===== src/rtl/cache_mem_arb.sv =====
// Memory-side arbiter: serves I-fill, D-fill and D-writeback line transfers over one word-wide port.
// Optional: define CACHE_ARB_RR_EN to round-robin I and D fills; writeback always keeps top priority.
module cache_mem_arb #(
    parameter int LINE_WORDS = 16,
    parameter int ADDR_W     = 32
) (
    input  logic                     clk,
    input  logic                     rst_n,
    input  logic                     i_fill_req,
    input  logic [ADDR_W-1:0]        i_fill_addr,
    input  logic                     d_fill_req,
    input  logic [ADDR_W-1:0]        d_fill_addr,
    input  logic                     d_wb_req,
    input  logic [ADDR_W-1:0]        d_wb_addr,
    input  logic [32*LINE_WORDS-1:0] d_wb_data,
    output logic [32*LINE_WORDS-1:0] fill_data,
    output logic                     i_fill_done,
    output logic                     d_fill_done,
    output logic                     d_wb_done,
    output logic [ADDR_W-1:0]        mem_addr,
    output logic                     mem_rd,
    output logic                     mem_wr,
    output logic [31:0]              mem_wdata,
    input  logic                     mem_rdy,
    input  logic [31:0]              mem_rdata,
    input  logic                     mem_rvld,
    output logic                     busy
);
    localparam int                IDX_W    = $clog2(LINE_WORDS);
    localparam int                CNT_W    = IDX_W + 1;
    localparam logic [ADDR_W-1:0] OFF_MASK = ADDR_W'(LINE_WORDS * 4 - 1);
    localparam logic [CNT_W-1:0]  CNT_LAST = CNT_W'(LINE_WORDS - 1);
    localparam logic [CNT_W-1:0]  CNT_FULL = CNT_W'(LINE_WORDS);

    typedef enum logic [1:0] {ST_IDLE, ST_RD, ST_WR, ST_DONE} state_t;
    typedef enum logic [1:0] {REQ_I, REQ_D, REQ_WB} req_t;

    state_t                  r_state;
    req_t                    r_req;
    logic [CNT_W-1:0]        r_iss_cnt;
    logic [CNT_W-1:0]        r_rcv_cnt;
    logic [ADDR_W-1:0]       r_mem_addr;
    logic                    r_mem_rd;
    logic                    r_mem_wr;
    logic                    r_i_done;
    logic                    r_d_done;
    logic                    r_wb_done;
    logic [32*LINE_WORDS-1:0] r_fill_data;

    logic                    w_any_req;
    logic                    w_pick_d;
    logic                    w_rd_take;
    logic [ADDR_W-1:0]       w_req_addr;
    logic [ADDR_W-1:0]       w_line_base;
    logic [IDX_W-1:0]        w_iss_idx;
    logic [IDX_W-1:0]        w_rcv_idx;

`ifdef CACHE_ARB_RR_EN
    logic r_last_i;

    // On an I/D tie, D wins only if I was served last.
    assign w_pick_d = d_fill_req && (!i_fill_req || r_last_i);

    always_ff @(posedge clk or negedge rst_n) begin
        if (!rst_n) begin
            r_last_i <= 1'b1;
        end else if (r_state == ST_IDLE && !d_wb_req && (d_fill_req || i_fill_req)) begin
            r_last_i <= !w_pick_d;
        end
    end
`else
    assign w_pick_d = d_fill_req;
`endif

    assign w_any_req   = d_wb_req | d_fill_req | i_fill_req;
    assign w_req_addr  = d_wb_req ? d_wb_addr : (w_pick_d ? d_fill_addr : i_fill_addr);
    assign w_line_base = w_req_addr & ~OFF_MASK;
    assign w_iss_idx   = r_iss_cnt[IDX_W-1:0];
    assign w_rcv_idx   = r_rcv_cnt[IDX_W-1:0];
    // Returns outside RD, or after the line is complete, are dropped.
    assign w_rd_take   = (r_state == ST_RD) && mem_rvld && (r_rcv_cnt != CNT_FULL);

    // NOTE: every state register is updated with <= so all of them see pre-edge values.
    always_ff @(posedge clk or negedge rst_n) begin
        if (!rst_n) begin
            r_state    <= ST_IDLE;
            r_req      <= REQ_I;
            r_iss_cnt  <= '0;
            r_rcv_cnt  <= '0;
            r_mem_addr <= '0;
            r_mem_rd   <= 1'b0;
            r_mem_wr   <= 1'b0;
            r_i_done   <= 1'b0;
            r_d_done   <= 1'b0;
            r_wb_done  <= 1'b0;
        end else begin
            r_i_done  <= 1'b0;
            r_d_done  <= 1'b0;
            r_wb_done <= 1'b0;
            case (r_state)
                ST_IDLE: begin
                    if (w_any_req) begin
                        r_iss_cnt  <= '0;
                        r_rcv_cnt  <= '0;
                        r_mem_addr <= w_line_base;
                        if (d_wb_req) begin
                            r_req    <= REQ_WB;
                            r_mem_wr <= 1'b1;
                            r_state  <= ST_WR;
                        end else begin
                            r_req    <= w_pick_d ? REQ_D : REQ_I;
                            r_mem_rd <= 1'b1;
                            r_state  <= ST_RD;
                        end
                    end
                end
                ST_RD: begin
                    if (r_mem_rd && mem_rdy) begin
                        r_iss_cnt  <= r_iss_cnt + 1'b1;
                        r_mem_addr <= r_mem_addr + ADDR_W'(4);
                        if (r_iss_cnt == CNT_LAST) r_mem_rd <= 1'b0;
                    end
                    if (w_rd_take) r_rcv_cnt <= r_rcv_cnt + 1'b1;
                    if (r_rcv_cnt == CNT_FULL) begin
                        r_state  <= ST_DONE;
                        r_i_done <= (r_req == REQ_I);
                        r_d_done <= (r_req == REQ_D);
                    end
                end
                ST_WR: begin
                    if (r_mem_wr && mem_rdy) begin
                        r_iss_cnt  <= r_iss_cnt + 1'b1;
                        r_mem_addr <= r_mem_addr + ADDR_W'(4);
                        if (r_iss_cnt == CNT_LAST) begin
                            r_mem_wr  <= 1'b0;
                            r_wb_done <= 1'b1;
                            r_state   <= ST_DONE;
                        end
                    end
                end
                default: r_state <= ST_IDLE;
            endcase
        end
    end

    // NOTE: the line buffer is a plain register, so it is reset along with the FSM and reads 0 after reset.
    always_ff @(posedge clk or negedge rst_n) begin
        if (!rst_n) begin
            r_fill_data <= '0;
        end else if (w_rd_take) begin
            r_fill_data[w_rcv_idx*32 +: 32] <= mem_rdata;
        end
    end

    assign fill_data   = r_fill_data;
    assign i_fill_done = r_i_done;
    assign d_fill_done = r_d_done;
    assign d_wb_done   = r_wb_done;
    assign mem_addr    = r_mem_addr;
    assign mem_rd      = r_mem_rd;
    assign mem_wr      = r_mem_wr;
    // Writeback data is taken live; the D-cache holds the line stable until d_wb_done.
    assign mem_wdata   = d_wb_data[w_iss_idx*32 +: 32];
    assign busy        = (r_state != ST_IDLE);

endmodule


===== config.mk =====
export PLATFORM = sky130hd
export DESIGN_NAME = cache_mem_arb
export DESIGN_NICKNAME = d
export VERILOG_FILES = /design/src/rtl/cache_mem_arb.sv
export SDC_FILE = /design/constraint.sdc
export NUM_CORES = 1
export LEC_CHECK = 0
export BUFFER_PORTS_ARGS = -buffer_cell sky130_fd_sc_hd__buf_2
export CAP_MARGIN = 25
export CORE_AREA = 10 10 465 467
export DETAILED_ROUTE_END_ITERATION = 8
export DIE_AREA = 0 0 475 477
export SLEW_MARGIN = 20
export SYNTH_ARGS = -nofsm -noshare
export SYNTH_HDL_FRONTEND = slang
export SYNTH_SLANG_ARGS = --single-unit

===== constraint.sdc =====
create_clock -name clk -period 3.9 [get_ports clk]
set_input_delay 1.17 -clock clk [delete_from_list [all_inputs] [get_ports clk]]
set_output_delay 1.17 -clock clk [all_outputs]
set_load 0.05 [all_outputs]

==> flow_summary.json <==
{
  "status": "finished with violations",
  "violations": "setup timing",
  "met3_usage_pct": 3.19,
  "worst_slew_pin_slew_ns": 1.02,
  "rsz0062_at_grt": "true",
  "top_level_ports": 1229,
  "fin_util_pct": 19.0,
  "synth-seq-area-share_pct": 52.2,
  "multi_input_area_sq_um": 12000,
  "async_reset_ff_share_pct": 100,
  "drtAntennaViolNets": 0,
  "vdd_drop_max_mv": 0.452,
  "cp-end-kind": "primary output",
  "grt_usage_pct": 14.0,
  "overflow": 0,
  "post_drt_wl_per_cell_um": 26.4,
  "netlist-cell-type-count": 62,
  "die_h_um": 477,
  "p_per_area_nw_per_um2": 638,
  "nets": 4212,
  "dp_hpwl_um": 136000,
  "numCtsBuffers": 58,
  "hp-class": "register to register",
  "gp_congestion": 1.01,
  "met1_usage_pct": 14.4,
  "whs_ns": 0.463,
  "grt-busiest-layer": "met2",
  "clock-sinks": 561,
  "leakage_nw": 19.3,
  "relSlewSlack_pct": 31.3,
  "synthFlopType": "dfrtp_1",
  "die-width_um": 475,
  "num_rows": 167,
  "syn_area_per_cell_sq_um": 11.3,
  "drive_gt1_share_pct": 50.9,
  "drt_iter0_markers": 1920,
  "synthCells": 2388,
  "cp.arrival_ns": 2.89,
  "syn_to_final_growth_pct": 46.0,
  "regArea_sq_um": 14100,
  "drv_slew": 0,
  "port_buffers": 1208,
  "setup_viol": 32,
  "cts_tree": "built",
  "use_met2_pct": 26.3,
  "cts_max_level": 2,
  "r2r_slack_ns": 0.62,
  "drt-total-wl_um": 168000,
  "initial_core_util_pct": 13.0,
  "fmax_mhz": 246,
  "cap_viol_max_count": 0,
  "critPathLaunchType": "register",
  "clk_path_buf_depth": 3,
  "min_period_ns": 4.06,
  "critPathKind": "register to primary output",
  "grt_max_degree": 86,
  "hold_viol_final": 0,
  "core_sq_um": 206000,
  "crit_fanout": 13,
  "drc": 0,
  "clk_latency_ns": 0.67,
  "cts_root_buf": "clkbuf_16",
  "syn_area_sq_um": 26900,
  "clk_pin_slew_ns": 0.06,
  "antenna_found_initial": 73,
  "drtPass1Iterations": 5,
  "crit_required_ns": 2.73,
  "power_mw": 25.0,
  "synth_edf_count": 0,
  "min_period_over_period_pct": 104,
  "synth-seq-cells": 561,
  "vias_per_cell": 3.95,
  "grt_pass1_vias": 26000,
  "die_area_sq_um": 227000,
  "grt_pass1_wl_um": 222000,
  "num_vias": 25100,
  "ys_warn_count": 0,
  "nFillCells": 22700,
  "clock_skew_ns": 0.0532,
  "ctsHoldBuffers": 0,
  "setup_ws_ns": -0.160
}
==> final timing paths <==
path	from	endpoint	cells after the start
setup / recovery	r_iss_cnt[0]	mem_wdata[1]	6
hold / removal	fill_data[206]	fill_data[206]	2
setup reg to reg	r_rcv_cnt[2]	fill_data[122]	7
hold reg to reg	fill_data[206]	fill_data[206]	2
max in group asynchronous	rst_n	fill_data[441]	2
min in group asynchronous	rst_n	fill_data[457]	1
==> cell usage after synthesis (2+ instances only) <==
cell type / number / area share [%]
nand2_1: 643 / 9.0
dfrtp_1: 561 / 52
o21ai_0: 279 / 5.2
mux2_2: 223 / 9.3
mux4_2: 160 / 13
clkbuf_1: 148 / 2.1
nand3_1: 74 / 1.4
a21oi_1: 44 / 0.82
buf_2: 42 / 0.78
nor2_1: 23 / 0.32
mux2i_1: 20 / 0.74
o22ai_1: 15 / 0.35
inv_1: 14 / 0.20
nand4_1: 11 / 0.26
ha_1: 10 / 0.47
buf_1: 9 / 0.13
nor2b_1: 9 / 0.21
nor3_1: 8 / 0.15
and4_1: 6 / 0.20
buf_4: 6 / 0.17
mux2_1: 6 / 0.25
a2bb2oi_1: 5 / 0.16
and3_1: 5 / 0.12
nor4_1: 5 / 0.12
o21ai_1: 5 / 0.093
a211oi_1: 4 / 0.11
and2_1: 3 / 0.070
nand2b_1: 3 / 0.070
o22a_1: 3 / 0.098
o31ai_1: 3 / 0.084
a21boi_0: 2 / 0.056
a221oi_1: 2 / 0.065
a22oi_1: 2 / 0.056
a31oi_1: 2 / 0.047
and3_2: 2 / 0.056
buf_6: 2 / 0.084
nand3b_1: 2 / 0.056
o32ai_1: 2 / 0.065
or4_1: 2 / 0.056
==> area by class of cell <==
class                           instances  area share (%)
Tap cell                             2704            8.62
Timing Repair Buffer                 1314            19.2
Multi-Input combinational cell       1606            30.7
Clock buffer                           89            4.53
Clock inverter                         20           0.759
Antenna cell                           38           0.242
Inverter                               14           0.134
Sequential cell                       561            35.8
==> cells in the final DEF (no fill, tap or decap), drive strengths merged, types with 3 or more instances in the layout <==
| cell type | n |
|---|---|
| nor3 | 8 |
| clkinvlp | 3 |
| ha | 10 |
| a221oi | 3 |
| nor4 | 7 |
| o21ai | 284 |
| bufinv | 5 |
| o22a | 3 |
| a2bb2oi | 5 |
| nor2b | 9 |
| o31ai | 3 |
| mux2i | 20 |
| inv | 16 |
| and2 | 3 |
| clkbuf | 90 |
| clkinv | 10 |
| dfrtp | 561 |
| mux2 | 229 |
| a21oi | 44 |
| nand2 | 643 |
| mux4 | 160 |
| and3 | 7 |
| o22ai | 15 |
| a211oi | 4 |
| nand2b | 3 |
| buf | 1313 |
| nand3 | 75 |
| and4 | 7 |
| diode | 38 |
| nor2 | 23 |
| nand4 | 12 |
==> report_power, final <==
part | leakage, nW | internal (mW) | switching, mW
clock network | 1.01 | 3.49 | 2.49
registers | 7.72 | 6.47 | 0.584
logic | 10.6 | 4.02 | 7.98
==> critical path: stages (launching register included) <==
cell and delay, ns:
dfrtp_4 0.43, buf_12 0.16, buf_16 0.18, buf_4 0.15, mux4_2 0.49, mux4_2 0.56
buf_6 0.19
==> flip-flops by register name, indices dropped and copies added (netlist names) <==
name         flops
r_iss_cnt        5
r_state          2
mem_rd           1
mem_addr        30
mem_wr           1
d_wb_done        1
i_fill_done      1
r_rcv_cnt        5
d_fill_done      1
r_req            2
fill_data      512
==> timing repair <==
| item | 4_1_cts | 5_1_grt |
|---|---|---|
| setup endpoints to repair | 32 | 32 |
| pin swaps | 0 | 0 |
| resized for setup | 55 | 21 |
| setup buffers | 11 | 6 |
| cloned | 1 | 1 |
==> kinds of logic after synthesis <==
| group | after synthesis | share of synthesized area, % |
|---|---|---|
| and+or+nand+nor | 807 | 12.5 |
| AOI/OAI and AO/OA | 377 | 7.55 |
| DFF | 561 | 52.2 |
| adders and majority gates | 10 | 0.465 |
| xor gates and xnor gates | 1 | 0.0326 |
| other | 1 | 0.0139 |
| buffers and inverters | 222 | 3.47 |
| muxes | 409 | 23.7 |
==> metrics by stage <==
step / TNS (ns) / setup slack, ns / instances / instance area (sq um)
after floorplan: 0 / 0.489 / 2389 / 26900
after global placement: -0.0862 / -0.0501 / 6180 / 36600
after detailed placement: -0.0845 / -0.0511 / 6180 / 36600
after CTS: -5.21 / -0.234 / 6301 / 39000
after global routing: -5.73 / -0.239 / 6334 / 39200
final: -2.86 / -0.160 / 6346 / 39200
==> routing by layer <==
metal,wire length (um),vias up
met5,128,-
met4,8970,22
met3,12200,312
met2,88800,1402
met1,57500,12500
li1,-,10800
Power figures use the tool's default switching activity.
